--- config.mk ---
export PLATFORM = sky130hd
export DESIGN_NAME = stopwatch_time_counter
export DESIGN_NICKNAME = d
export VERILOG_FILES = /design/src/rtl/stopwatch_time_counter.sv
export SDC_FILE = /design/constraint.sdc
export NUM_CORES = 1
export LEC_CHECK = 0
export ABC_AREA = 1
export CAP_MARGIN = 15
export CORE_UTILIZATION = 52
export DETAILED_ROUTE_END_ITERATION = 10
export GPL_TIMING_DRIVEN = 0
export HOLD_SLACK_MARGIN = 0.1
export PLACE_DENSITY = 0.77
export SLEW_MARGIN = 5
export SYNTH_ARGS = -nofsm -noshare
export SYNTH_HDL_FRONTEND = slang
export SYNTH_SLANG_ARGS = --single-unit
--- constraint.sdc ---
create_clock -name clock -period 2.76 [get_ports clock]
set_input_delay 0.552 -clock clock [delete_from_list [all_inputs] [get_ports clock]]
set_output_delay 0.552 -clock clock [all_outputs]
set_load 0.02 [all_outputs]
--- src/rtl/stopwatch_time_counter.sv ---
// stopwatch_time_counter: synchronises a gated ms tick and accumulates MM:SS.mmm in BCD with sticky overflow.
// Optional lap-hold display snapshot is compiled in with STOPWATCH_LAP_HOLD_EN.
module stopwatch_time_counter #(
  parameter int SYNC_STAGES = 2,
  parameter int MIN_MAX = 59
) (
  input  logic       clock,
  input  logic       reset_n,
  input  logic       ms_tick_in,
  input  logic       clear,
  input  logic       lap,
  output logic [3:0] ms_ones,
  output logic [3:0] ms_tens,
  output logic [3:0] ms_hund,
  output logic [3:0] sec_ones,
  output logic [2:0] sec_tens,
  output logic [3:0] min_ones,
  output logic [3:0] min_tens,
  output logic       count_pulse,
  output logic       overflow
);
  logic [SYNC_STAGES-1:0] sync;
  logic hist, armed, rise, wrap;
  logic [2:0] arm_cnt;
  logic [3:0] q_mo, q_mt, q_mh, q_so, q_mi, q_mn;
  logic [2:0] q_st;
  logic [3:0] n_mo, n_mt, n_mh, n_so, n_mi, n_mn;
  logic [2:0] n_st;
  logic c_mt, c_mh, c_so, c_st, c_mi, c_mn;
  logic [7:0] mins;
  logic [26:0] live;
  function automatic logic [3:0] bump(input logic [3:0] d, input logic [3:0] lim, input logic ci);
    return !ci ? d : (d >= lim ? 4'd0 : d + 4'd1);
  endfunction
  assign rise = sync[SYNC_STAGES-1] & ~hist & armed;
  // Out-of-range digits compare as >= limit, so they carry instead of sticking.
  always_comb begin
    c_mt = q_mo >= 4'd9;
    c_mh = c_mt & (q_mt >= 4'd9);
    c_so = c_mh & (q_mh >= 4'd9);
    c_st = c_so & (q_so >= 4'd9);
    c_mi = c_st & (q_st >= 3'd5);
    c_mn = c_mi & (q_mi >= 4'd9);
    mins = 8'(q_mn) * 8'd10 + 8'(q_mi);
    wrap = c_mi & (mins >= 8'(MIN_MAX));
    n_mo = bump(q_mo, 4'd9, 1'b1);
    n_mt = bump(q_mt, 4'd9, c_mt);
    n_mh = bump(q_mh, 4'd9, c_mh);
    n_so = bump(q_so, 4'd9, c_so);
    n_st = 3'(bump({1'b0, q_st}, 4'd5, c_st));
    n_mi = wrap ? 4'd0 : bump(q_mi, 4'd9, c_mi);
    n_mn = wrap ? 4'd0 : bump(q_mn, 4'd9, c_mn);
  end
  always_ff @(posedge clock or negedge reset_n) begin
    if (!reset_n) begin
      sync <= '0;
      hist <= 1'b0;
      armed <= 1'b0;
      arm_cnt <= 3'd0;
      count_pulse <= 1'b0;
      overflow <= 1'b0;
      {q_mn, q_mi, q_st, q_so, q_mh, q_mt, q_mo} <= '0;
    end else begin
      sync <= {sync[SYNC_STAGES-2:0], ms_tick_in};
      hist <= sync[SYNC_STAGES-1];
      if (!armed) arm_cnt <= arm_cnt + 3'd1;
      armed <= armed | (arm_cnt == 3'(SYNC_STAGES));
      count_pulse <= rise & ~clear;
      if (clear) begin
        {q_mn, q_mi, q_st, q_so, q_mh, q_mt, q_mo} <= '0;
        overflow <= 1'b0;
      end else if (rise) begin
        {q_mn, q_mi, q_st, q_so, q_mh, q_mt, q_mo} <= {n_mn, n_mi, n_st, n_so, n_mh, n_mt, n_mo};
        overflow <= overflow | wrap;
      end
    end
  end
  assign live = {q_mn, q_mi, q_st, q_so, q_mh, q_mt, q_mo};
`ifdef STOPWATCH_LAP_HOLD_EN
  logic lap_q, hold;
  logic [26:0] snap;
  always_ff @(posedge clock or negedge reset_n) begin
    if (!reset_n) begin
      lap_q <= 1'b0;
      hold <= 1'b0;
      snap <= '0;
    end else begin
      lap_q <= lap;
      if (clear) begin
        hold <= 1'b0;
        snap <= '0;
      end else if (lap & ~lap_q) begin
        hold <= ~hold;
        if (!hold) snap <= live;
      end
    end
  end
  assign {min_tens, min_ones, sec_tens, sec_ones, ms_hund, ms_tens, ms_ones} = hold ? snap : live;
`else
  logic lap_unused;
  assign lap_unused = lap;
  assign {min_tens, min_ones, sec_tens, sec_ones, ms_hund, ms_tens, ms_ones} = live;
`endif
endmodule

## After elaboration in Yosys (flattened, before gate mapping)

Index checks and enable logic that the tools add are counted.

- Logic and storage cells: 90
- Output and inout bits: 29
- Register bits after elaboration: 36

- $lt $le $gt $ge: 9
- $mul: 1
- Bitwise gates (word level): 13
- Reduce and logical (&&, ||, !) cells: 13
- Equal/unequal tests: 1
- Mux-type cells: 31
- Add/subtract/negate cells: 9

Operator list:

| kind | number |
|---|---|
| two-way mux 4 bit | 25 |
| adder 4 x 1 -> 4 bit (second input constant) | 6 |
| >= comparator 4 bit (second input constant) | 6 |
| two-way mux 3 bit | 4 |
| AND reduction 2 bit | 6 |
| nonzero test 2 bit | 5 |
| bitwise AND 1 bit | 9 |
| adder 8 x 4 -> 8 bit | 1 |
| >= comparator 8 x 6 -> 1 bit (second input constant) | 1 |
| multiplier 4 x 3 -> 7 bit (second input constant) | 1 |
| adder 3 x 1 -> 3 bit (second input constant) | 2 |
| >= comparator 3 bit (second input constant) | 2 |
| nonzero test 3 bit | 2 |
| == test 3 x 2 -> 1 bit (second input constant) | 1 |
| two-way mux 1 bit | 2 |
| inverter 1 bit | 2 |
| OR 1 bit | 2 |

## Longest topological paths before layout

Gate-level depths: netlist (run 1).

- Depth in word-level cells: 10
- Mapped depth: 16
- Depth with buffers taken out: 16

## Worst setup path before layout (run 1)

Ideal clock, no wire load.

- Kind: reg-to-reg
- Start: register q_mn[1] (netlist: min_tens[1])
- End: register q_mi[3] (netlist: min_ones[3])
- Slack: 216 ps
- Data required time: 2686 ps
- Data arrival time: 2470 ps
- Stages on the path, launching flop included: 14
- Setup time: 74 ps
- Path through: dfrtp_1 > ha_1 > ha_1 > fa_1 > nand2_1 > nor2_1 > nand2_1 > nand3_1 > nand2_1 > inv_1 > nand3_1 > a21oi_1 > nand3_1 > o21ai_2

- Cells in the longest elaborated chain, start to end: 7
- Elaborated cells between the ends (all ways): 9
- Those cells by class: add/sub: 1; mul: 1; order compare: 1; mux: 3; bitwise: 1; reduce/logical: 2

RTL lines:

| element | line | text |
|---|---|---|
| start: declaration | 25 | `logic [3:0] q_mo, q_mt, q_mh, q_so, q_mi, q_mn;` |
| start signal: assignment | 73 | `{q_mn, q_mi, q_st, q_so, q_mh, q_mt, q_mo} <= {n_mn, n_mi, n_st, n_so, n_mh, n_mt, n_mo};` |
| multiplier 4 x 3 -> 7 bit * | 44 | `mins = 8'(q_mn) * 8'd10 + 8'(q_mi);` |
| adder 8 x 4 -> 8 bit * | 44 |  |
| >= comparator 8 x 6 -> 1 bit * | 45 | `wrap = c_mi & (mins >= 8'(MIN_MAX));` |
| bitwise AND 1 bit * | 45 |  |
| two-way mux 4 bit | 51 | `n_mi = wrap ? 4'd0 : bump(q_mi, 4'd9, c_mi);` |
| two-way mux 4 bit | 72 | `end else if (rise) begin` |
| two-way mux 4 bit | 69 | `if (clear) begin` |
| end signal: assignment | 73 |  |
| end: declaration | 25 |  |

Every way passes the cells marked *; elsewhere a longest branch is shown, timed or not. The select of a mux whose other input is x is not followed.
A chain may end at the register's enable or synchronous reset.

## Worst setup path in the final report (run 1)

- Start: register q_mn[0] (netlist: min_tens[0])
- End: register q_mn[3] (netlist: min_tens[3])

- Cells in the longest elaborated chain, start to end: 7
- Elaborated cells between the ends (all ways): 13
- Those cells by class: add/sub: 2; mul: 1; order compare: 2; mux: 5; bitwise: 1; reduce/logical: 2

RTL lines:

| element | line | text |
|---|---|---|
| multiplier 4 x 3 -> 7 bit | 44 |  |
| adder 8 x 4 -> 8 bit | 44 |  |
| >= comparator 8 x 6 -> 1 bit | 45 |  |
| bitwise AND 1 bit | 45 |  |
| two-way mux 4 bit | 52 | `n_mn = wrap ? 4'd0 : bump(q_mn, 4'd9, c_mn);` |
| two-way mux 4 bit | 72 |  |
| two-way mux 4 bit | 69 |  |

Parallel ways exist; a longest one is shown, timed or not. The select of a mux whose other input is x is not followed.

==> summary.md, run 1 <==
| Metric | Value |
|---|---|
| Status | `finished, final reports clean` |
| Flop pwr share | `0.443` |
| Critical-path maximum fanout | `9` |
| Mapped Area | `between 0.002 and 0.0025 mm2` |
| Synth warn | `0` |
| Worst Skew | `just under 9 ps` |
| Final period utilization | `0.932` |
| CP Launch Type | `flip-flop` |
| CTS tree | `done` |
| Routed WL | `4400 um` |
| Die Ht | `a little under 70 um` |
| Net Count, Synth | `317` |
| Tmin final | `2570 ps` |
| Layout cell share with drive strength beyond 1 | `0.127` |
| Via-to-Cell Ratio | `~5.1` |
| Vias | `~1900` |
| Filler-free cell count of the finished design | `~380` |
| Setup crit end kind | `flip-flop` |
| Iter 0 DRT Violations | `92` |
| Die area | `a little under 0.005 mm2` |
| Cells after Synth | `about 280` |
| DRT antenna net count | `0` |
| WP data arrival | `2790 ps` |
| I/O Pins | `34` |
| #FFs+latches synth | `36` |
| Filler cells | `about 350` |
| Fmax | `slightly below 400 MHz` |
| Fin util | `0.669` |
| Clk slew on worst S/H paths | `roughly 80 ps` |
| Drt first pass iters | `4` |
| Total Routing Usage GR | `0.196` |
| DRC | `0` |
| Sw Share | `0.343` |
| Ant. Diodes | `0` |
| Rows | `24` |
| Final-report hold violation count | `0` |
| Cell-internal power | `about 970 uW` |
| Clock share of power | `0.264` |
| MaxCap Viol Count | `0` |
| Nets@finish | `~360` |
| Post-DR wirelength/cell | `11.7 um` |
| Clk Latency, worst-skew pair | `280 ps` |
| Crit path required time | `between 2000 and 3000 ps` |
| Port buffer count | `31` |
| Syn Area/Cell | `between 8 and 9 um2` |
| Switching power | `between 500 and 600 uW` |
| Combinational Power Share | `0.293` |
| Longest Clk Path Bufs | `2` |
| Tightest Pin Transition | `slightly below 800 ps` |
| H-tree Lvls | `2` |
| CTS root buf | `clkbuf_8` |
| Area growth syn-to-layout | `22.8%` |
| Final Setup Violations | `0` |
| Max_slew headroom | `0.470` |
| Power per cell area | `~500 mW/mm2` |
| # placed instances | `364` |
| GRT overflow | `0` |
| Core ar. | `roughly 0.0044 mm2` |
| Largest net degree at the start of global routing | `37` |
| Reg2reg setup slack | `190 ps` |
| Final Slew Violations | `0` |
| Synth unique cells | `33` |
| Clock sink count | `36` |
| GP Congestion | `~0.84` |
| Lkg Pwr | `about 0.0014 uW` |
| DPL Wire Length | `approximately 3200 um` |
| Die outline width | `approximately 70 um` |
| First-pass GRT wire length | `about 7700 um` |
| Vias in the first global route | `around 1800` |
| Num CTS Buffers | `5` |
| Sequential area share after synthesis | `0.380` |
| Worst Hold Class | `in -> async` |
| Initial core utilization | `0.545` |
| Max VDD drop | `roughly 0.36 mV` |
| Critical path class | `reg -> reg` |
| Antenna violations before repair | `0` |
-- Yosys cell counts, drive strengths merged --
library cell / n / area [um2]
a21boi: 1 / 11.3
a21oi: 10 / 50.1
a22o: 1 / 8.76
a31oi: 1 / 6.26
a41oi: 2 / 17.5
and3: 1 / 7.51
clkdlybuf4s15: 1 / 11.3
clkinv: 1 / 8.76
dfrtp: 36 / 901
fa: 2 / 40.0
ha: 29 / 363
inv: 46 / 173
nand2: 60 / 240
nand3: 19 / 108
nand3b: 1 / 7.51
nand4: 7 / 43.8
nor2: 29 / 135
nor3: 3 / 15.0
o21a: 1 / 7.51
o21ai: 19 / 125
o31ai: 2 / 15.0
or2: 1 / 6.26
xnor2: 3 / 26.3
xor2: 5 / 43.8
-- sequential cells by signal, summed over array words and instances (netlist names), 2 cells and up --
signal	cells
ms_ones	4
sec_tens	3
ms_hund	4
ms_tens	4
min_tens	4
min_ones	4
arm_cnt	3
sync	2
sec_ones	4
-- final cells by class --
cell class	instances	area (um2)	share of cell area
buffer	1	11.3	0.00387
clock buffer	7	86.3	0.0297
clock inverter	1	7.51	0.00258
inverter	47	181	0.0623
multi-input combinational	197	1330	0.456
sequential	36	906	0.311
tap	52	65.1	0.0223
timing repair buffer	34	328	0.113
-- routing by layer --
metal | share of wire | GRT usage
met5 | 0 | 0
met4 | 0.0070 | 0.0385
met3 | 0.037 | 0.0407
met2 | 0.49 | 0.331
met1 | 0.47 | 0.262
-- placed cells by master, fill, tap and decap left out, types with 3 or more instances in the layout --
| cell type | synthesis | routed |
|---|---|---|
| nand2_1 | 56 | 55 |
| inv_1 | 44 | 44 |
| dfrtp_1 | 36 | 32 |
| clkdlybuf4s50_1 | 0 | 30 |
| ha_1 | 29 | 27 |
| nor2_1 | 26 | 26 |
| nand3_1 | 18 | 16 |
| o21ai_0 | 15 | 15 |
| a21oi_1 | 10 | 9 |
| nand4_1 | 7 | 7 |
| clkbuf_8 | 0 | 6 |
| xor2_1 | 5 | 5 |
| nand2_2 | 3 | 4 |
| dfrtp_2 | 0 | 4 |
| nor3_1 | 3 | 3 |
| xnor2_1 | 3 | 3 |
| buf_4 | 0 | 3 |
-- what timing repair did --
item / CTS / global route
gates resized for setup: 1 / 12
setup endpoints to repair: 4 / 8
setup buffers: 0 / 3
pin swaps: 0 / 1
hold buffers: 0 / 0
-- kinds of logic after synthesis --
group                      after synthesis  synth area share
adders and majority gates               31             0.170
and+or+nand+nor                        121             0.237
buffers and inverters                   48            0.0813
AOI/OAI and AO/OA                       37             0.102
DFF                                     36             0.380
xor gates and xnor gates                 8            0.0296
-- path summary, 6_finish.rpt --
kind | depth (start not counted) | end | from
worst max-delay path | 15 | min_tens[3] | min_tens[0]
worst min-delay path | 1 | ms_tens[2] | reset_n
worst max register to register | 15 | min_tens[3] | min_tens[0]
worst min register to register | 0 | sync[1] | sync[0]
max in group asynchronous | 1 | min_tens[0] | reset_n
min in group clock | 0 | sync[1] | sync[0]
-- power groups by stage --
stage          combinational [uW]  sequential, uW  clock (uW)
6_report                      432             652         389
4_1_cts                       423             652         398
3_3_place_gp                  407             660           0
5_1_grt                       488             664         414
3_5_place_dp                  420             662           0
2_1_floorplan                 206             706           0
-- per-stage QoR --
stage,setup TNS (ps),area [um2],hold slack (ps),worst slack [ps],power (uW)
3_3_place_gp,-65.2,2750,333,-24.3,1070
5_1_grt,-115,2910,369,-34.9,1570
6_report,0,2910,348,188,1470
3_5_place_dp,0,2740,340,8.47,1080
2_1_floorplan,0,2370,256,216,912
4_1_cts,0,2840,356,24.7,1470
-- critical path: stages, from the launching register on --
cell	delay, ps
dfrtp_2	470
ha_1	240
ha_2	200
fa_2	580
nand2_1	80
nor2_1	80
nand2_1	70
nand3_1	60
nand2_1	50
inv_1	60
nand3_2	120
nand2_2	140
nand2_1	60
nor2_1	120
nand3_1	110
nand2_1	70
Note: power is estimated with default switching activity, not from simulation.
==> run 2, diff against run 1 <==
Settings changed: PLACE_DENSITY 0.77 to 0.81, SLEW_MARGIN 5 to default.
==> run 2 against run 1 <==
Against the previous run:
- total power rose by 0.13%
- critical path type unchanged
- largest cell class unchanged
- critical endpoint unchanged
- via count grew 3.6%
- worst setup slack better by 14 ps
- flip-flop and latch count is the same
- utilization up 0.78 points
- clock power decreased by 3%
==> summary.md, run 2 (synthesis gave the netlist of run 1 again) <==
| Metric | Value |
|---|---|
| Longest Clk Path Bufs | `2 (unchanged)` |
| H-tree Lvls | `2 (unchanged)` |
| Final Slew Violations | `0 (unchanged)` |
| RSZ-0062 raised after global routing | `no` |
| Die Ht | `69.5 um (unchanged)` |
| CTS root buf | `clkbuf_8` |
| Clk slew on worst S/H paths | `70 ps (about the same)` |
| Port buffer count | `31 (unchanged)` |
| Flop pwr share | `0.441 (-0.002)` |
| Lkg Pwr | `0.00146 uW (+2.4%)` |
| Final Setup Violations | `0 (unchanged)` |
| DRC | `0 (unchanged)` |
| Final-report hold violation count | `0 (unchanged)` |
| DPL Wire Length | `3320 um (+2.8%)` |
| Setup crit end kind | `flip-flop` |
| Status | `finished, final reports clean` |
| Vias | `1976 (+3.6%)` |
| Worst Hold Class | `in -> async` |
| Post-DR wirelength/cell | `12.3 um (+5.0%)` |
| Most frequent cells in the layout | `nand2_1 (55), inv_1 (44), dfrtp_1 (32)` |
| Critical-path maximum fanout | `6 (-3)` |
| Power per cell area | `501 mW/mm2 (-1.0%)` |
| Tightest Pin Transition | `784 ps (-11.0 ps)` |
| Final period utilization | `0.927 (-0.00505)` |
| Critical path class | `reg -> reg` |
| CP max stage cell | `fa_2` |
| Max_slew headroom | `0.478 (+0.00735)` |
| Area growth syn-to-layout | `24.2%` |
| Crit path required time | `2990 ps (about the same)` |
| Layout cell share with drive strength beyond 1 | `0.135 (+0.00803)` |
| Fmax | `391 MHz (+0.54%)` |
| Iter 0 DRT Violations | `130 (+41%)` |
| Switching power | `501 uW (-0.76%)` |
| Commonest non-fill, non-tap cell in the layout | `nand2_1` |
| CP peak stage delay | `610 ps (+30 ps)` |
| CTS tree | `done` |
| Filler cells | `339 (-2.6%)` |
| Placed inst area | `0.00274 mm2 (unchanged)` |
| Critical R2R Launch | `min_tens[0]` |
| DRT antenna net count | `0 (unchanged)` |
| Sw Share | `0.340 (-0.00304)` |
| MaxCap Viol Count | `0 (unchanged)` |
| Clock sink count | `36 (unchanged)` |
| Drt first pass iters | `4 (unchanged)` |
| CP cell instances | `ha_1, ha_2, fa_2, buf_4, nand3_1, nand2_1, inv_1, nor2_2, nand3_4, nand2_4, nand2_1, nor2_1, nand3_1, nand2_1` |
| Routed WL | `4660 um (+5.9%)` |
| Family with the most delay on the worst path | `adder cells` |
| Ant. Diodes | `0 (unchanged)` |
| Most used cell, CP | `nand2_1` |
| GRT overflow | `0 (unchanged)` |
| Num CTS Buffers | `5 (unchanged)` |
| Die outline width | `69.5 um (unchanged)` |
| CP Launch Type | `flip-flop` |
| Antenna violations before repair | `0 (unchanged)` |
| Die area | `0.00483 mm2 (unchanged)` |
| Nets@finish | `361 (+0.84%)` |
| Worst Skew | `4.38 ps (-4.45 ps)` |
| FF-to-FF path depth | `14 (-1)` |
| Clk Latency, worst-skew pair | `290 ps (about the same)` |
| Vias in the first global route | `1797 (+0.056%)` |
| Total Routing Usage GR | `0.199 (+0.00314)` |
| I/O Pins | `34 (unchanged)` |
| Buf/Inv on CP | `2 (+1)` |
| Tmin final | `2560 ps (-13.9 ps)` |
| Via-to-Cell Ratio | `5.23 (+2.7%)` |
| Largest net degree at the start of global routing | `37 (unchanged)` |
| First-pass GRT wire length | `7790 um (+0.72%)` |
| R2r endpoint | `min_tens[3]` |
| Core ar. | `0.00435 mm2 (unchanged)` |
| Combinational Power Share | `0.301 (+0.008)` |
| Max VDD drop | `0.353 mV (-1.4%)` |
| GP Congestion | `0.864 (+2.9%)` |
| Rows | `24 (unchanged)` |
| Post-route cell area | `0.00295 mm2 (+1.2%)` |
| WP data arrival | `2790 ps (about the same)` |
| Clock share of power | `0.257 (-0.007)` |
| Hold_ws | `341 ps (-7.43 ps)` |
| Reg2reg setup slack | `200 ps (about the same)` |
| Initial core utilization | `0.545 (unchanged)` |
| Cell-internal power | `974 uW (+0.60%)` |
==> run 2: cell type report <==
cell class / count / area, um2 / share of cell area
flip-flops and latches: 36 / 906 / 0.308
clock buffers: 8 / 90.1 / 0.0306
plain buffers: 1 / 11.3 / 0.00382
multi-input cells: 197 / 1340 / 0.455
inverters: 47 / 181 / 0.0616
well taps: 52 / 65.1 / 0.0221
repair buffers: 37 / 350 / 0.119
==> run 2: how the worst max path moves through the flow <==
stage / end / slack [ps] / startpoint / cells past startpoint
floorplan: min_ones[3] / 220 / min_tens[1] / 13
global placement: min_ones[3] / -20 / min_tens[1] / 13
detailed placement: min_ones[3] / -20 / min_tens[1] / 13
CTS: min_tens[0] / 5 / min_tens[1] / 16
global route: min_ones[0] / 10 / min_tens[2] / 13
finish: min_tens[3] / 200 / min_tens[0] / 14
==> run 2: power by group through the flow <==
stage	clock network, uW	registers, uW	logic [uW]
floorplan	0	706	206
global placement	0	659	406
detailed placement	0	661	421
CTS	389	651	423
global route	414	661	499
finish	379	651	444
==> run 2: per-layer routing <==
layer,vias to the layer above,routed length (um),track usage
met5,-,0,0
met4,0,82,0.0658
met3,9,235,0.0363
met2,49,2280,0.340
met1,923,2060,0.255
li1,995,-,-
==> run 2: stage by stage <==
step,util,cells,setup slack (ps),setup TNS [ps],power (uW)
2_1_floorplan,-,281,216,0,912
3_3_place_gp,0.631,364,-23.7,-76.2,1060
3_5_place_dp,0.630,364,-15.9,-34.0,1080
4_1_cts,0.651,372,4.96,0,1460
5_1_grt,0.676,378,13.8,0,1580
6_report,0.676,378,202,0,1470
==> run 2: repair_timing <==
item / in CTS / in global routing
setup endpoints to repair: 6 / 9
gates cloned: 0 / 0
resized for setup: 1 / 15
pin swaps: 0 / 3
hold buffers: 0 / 0
setup buffers: 0 / 6
==> run 3, diff against run 2 <==
Settings changed: CORE_UTILIZATION 52 to 55, GPL_TIMING_DRIVEN 0 to default, PLACE_DENSITY 0.81 to 0.84.
==> run 3 against run 2 <==
Against the previous run:
- total power grew 1.4%
- die area is 5.3% lower
- critical path depth did not move
- utilization is 4.4 points higher
- sequential power decreased by 0.9%
- count of clock-buffer cells in the layout unchanged
- combinational power grew 1%
- routed wire length increased by 2.9%
- sequential share of layout area up 0.053 points
- non-clock buffer count rose by 1
- cell area fell by 0.72%
- critical path type unchanged
- highest routed layer unchanged
==> summary.md, run 3 (synthesis gave the netlist of run 1 again) <==
| Metric | Value |
|---|---|
| Status | `finished, final reports clean` |
| CP Launch Type | `flip-flop` |
| Worst Skew | `7.91 ps (+3.53 ps)` |
| CP cell instances | `ha_4, ha_1, fa_2, nand2_1, nor2_1, nand2_1, nand3_1, nand2_1, inv_1, nand3_2, a21oi_2, buf_4, nand4_1, nand2_1` |
| Via-to-Cell Ratio | `5.26 (+0.62%)` |
| Vias in the first global route | `1865 (+3.8%)` |
| Die area | `0.00458 mm2 (-5.3%)` |
| Filler-free cell count of the finished design | `377 (-0.26%)` |
| Initial core utilization | `0.584 (+0.0398)` |
| Routed WL | `4800 um (+2.9%)` |
| CTS tree | `done` |
| First-pass GRT wire length | `7960 um (+2.1%)` |
| Area taken by multi-input logic gates | `0.00132 mm2 (-1.9%)` |
| Port buffer count | `32 (+3.2%)` |
| Post-route worst setup slack | `182 ps (-19.6 ps)` |
| Flip-flop and latch area | `901 um2 (-0.55%)` |
| Die Ht | `67.7 um (-2.7%)` |
| HP Start | `sync[0]` |
| Cell-internal power | `974 uW (about the same)` |
| Antenna violations before repair | `0 (unchanged)` |
| Tmin final | `2580 ps (+19.6 ps)` |
| CP peak stage delay | `630 ps (+20 ps)` |
| Lkg Pwr | `0.00145 uW (-0.40%)` |
| Max VDD drop | `0.410 mV (+16%)` |
| Final period utilization | `0.934 (+0.00711)` |
| Crit path from | `min_tens[1]` |
| Combinational Power Share | `0.301 (about the same)` |
| GRT overflow | `0 (unchanged)` |
| Iter 0 DRT Violations | `112 (-14%)` |
| Critical path class | `reg -> reg` |
| Commonest non-fill, non-tap cell in the layout | `nand2_1` |
| Pre-CTS WS | `136 ps (+151 ps)` |
| # placed instances | `369 (+1.4%)` |
| Total Routing Usage GR | `0.235 (+0.0359)` |
| Flop pwr share | `0.431 (-0.010)` |
| CTS root buf | `clkbuf_8` |
| Vias | `1983 (+0.35%)` |
| Core ar. | `0.00406 mm2 (-6.8%)` |
| Nets@finish | `362 (+0.28%)` |
| Clk Latency, worst-skew pair | `300 ps (about the same)` |
| Max_slew headroom | `0.539 (+0.0617)` |
| H-tree Lvls | `2 (unchanged)` |
| Most used cell, CP | `nand2_1` |
| Reg2reg setup slack | `180 ps (-20 ps)` |
| Clock sink count | `36 (unchanged)` |
| Clk slew on worst S/H paths | `70 ps (about the same)` |
| Largest net degree at the start of global routing | `37 (unchanged)` |
| Filler cells | `312 (-8.0%)` |
| Longest Clk Path Bufs | `2 (unchanged)` |
| DPL Wire Length | `3530 um (+6.3%)` |
| I/O Pins | `34 (unchanged)` |
| GP Congestion | `0.845 (-2.3%)` |
| Placed inst area | `0.00280 mm2 (+2.0%)` |
| Worst Hold Class | `reg -> reg` |
| Critical-path maximum fanout | `6 (unchanged)` |
| MaxCap Viol Count | `0 (unchanged)` |
| DRT antenna net count | `0 (unchanged)` |
| Die outline width | `67.7 um (-2.7%)` |
| Tightest Pin Transition | `684 ps (-99.8 ps)` |
| Post-route cell area | `0.00292 mm2 (-0.72%)` |
| Switching power | `521 uW (+4.1%)` |
| Crit path required time | `3000 ps (about the same)` |
| Drt first pass iters | `5 (+1)` |
| Hold-fix buffers at CTS | `0 (unchanged)` |
| Fmax | `388 MHz (-0.76%)` |
| Most frequent cells in the layout | `nand2_1 (55), inv_1 (44), dfrtp_1 (36)` |
| Power per cell area | `511 mW/mm2 (+2.1%)` |
| Layout cell share with drive strength beyond 1 | `0.113 (-0.0218)` |
| Critical R2R Launch | `min_tens[1]` |
| Setup crit end kind | `flip-flop` |
| Final-report hold violation count | `0 (unchanged)` |
| Sw Share | `0.349 (+0.00900)` |
| Area growth syn-to-layout | `23.3%` |
| Post-DR wirelength/cell | `12.7 um (+3.2%)` |
| Final Setup Violations | `0 (unchanged)` |
| Clock share of power | `0.268 (+0.011)` |
| DRC | `0 (unchanged)` |
| Rows | `23 (-4.2%)` |
| Ant. Diodes | `0 (unchanged)` |
| Num CTS Buffers | `5 (unchanged)` |
| Final Slew Violations | `0 (unchanged)` |
| CP max stage cell | `fa_2` |
| WP data arrival | `2820 ps (+30 ps)` |
==> run 3: changes by cell type in the layout (fill, tap and decap cells not counted), sizes merged <==
cell and delta:
clkdlybuf4s15 -1, clkdlybuf4s50 +2
==> run 3: power groups by stage <==
stage	Sequential, uW	Clock (uW)	Combinational [uW]
6_report	645	400	450
5_1_grt	652	421	510
4_1_cts	644	398	445
3_5_place_dp	653	0	442
3_3_place_gp	652	0	423
2_1_floorplan	706	0	206
==> run 3: critical path, delay by kind of cell (launching register included) <==
| kind | cells | cell delay [ps] |
|---|---|---|
| AO/OA/AOI/OAI | 1 | 150 |
| adder cells (fa/ha/maj) | 3 | 1080 |
| buffers and inverters | 2 | 210 |
| flip-flops | 1 | 420 |
| AND/OR/NAND/NOR | 8 | 680 |
==> run 3: worst paths after layout <==
path / endpoint / cells past startpoint
max: min_ones[0] / 14
min: sync[1] / 0
max reg2reg: min_ones[0] / 14
min reg2reg: sync[1] / 0
max in group asynchronous: ms_ones[0] / 2
min in group asynchronous: sec_ones[2] / 2
==> run 3: area by class of cell <==
class	instances	area share
Tap cell	50	0.0214
Sequential cell	36	0.308
Clock buffer	8	0.0308
Inverter	47	0.0620
Timing Repair Buffer	39	0.128
Multi-Input combinational cell	197	0.450
==> run 3: metal layers <==
| layer | vias to the layer above | global-route usage | part of all wire |
|---|---|---|---|
| met4 | 0 | 0.109 | 0.019 |
| met2 | 46 | 0.391 | 0.49 |
| met5 | - | 0 | 0 |
| li1 | 993 | - | - |
| met3 | 11 | 0.0456 | 0.033 |
| met1 | 933 | 0.290 | 0.46 |
==> run 3: stage by stage <==
stage          total power (uW)  setup TNS (ps)   util  hold slack, ps
2_1_floorplan               912               0      -             256
3_3_place_gp               1070               0  0.689             332
3_5_place_dp               1090               0  0.689             335
4_1_cts                    1490               0  0.711             351
5_1_grt                    1580           -6.58  0.721             376
6_report                   1500               0  0.721             351
==> run 3: repair_timing <==
action,4_1_cts,5_1_grt
setup buffers,0,0
endpoints found under the hold margin,0,0
gates resized for setup,0,7
endpoints found under the setup margin,0,8
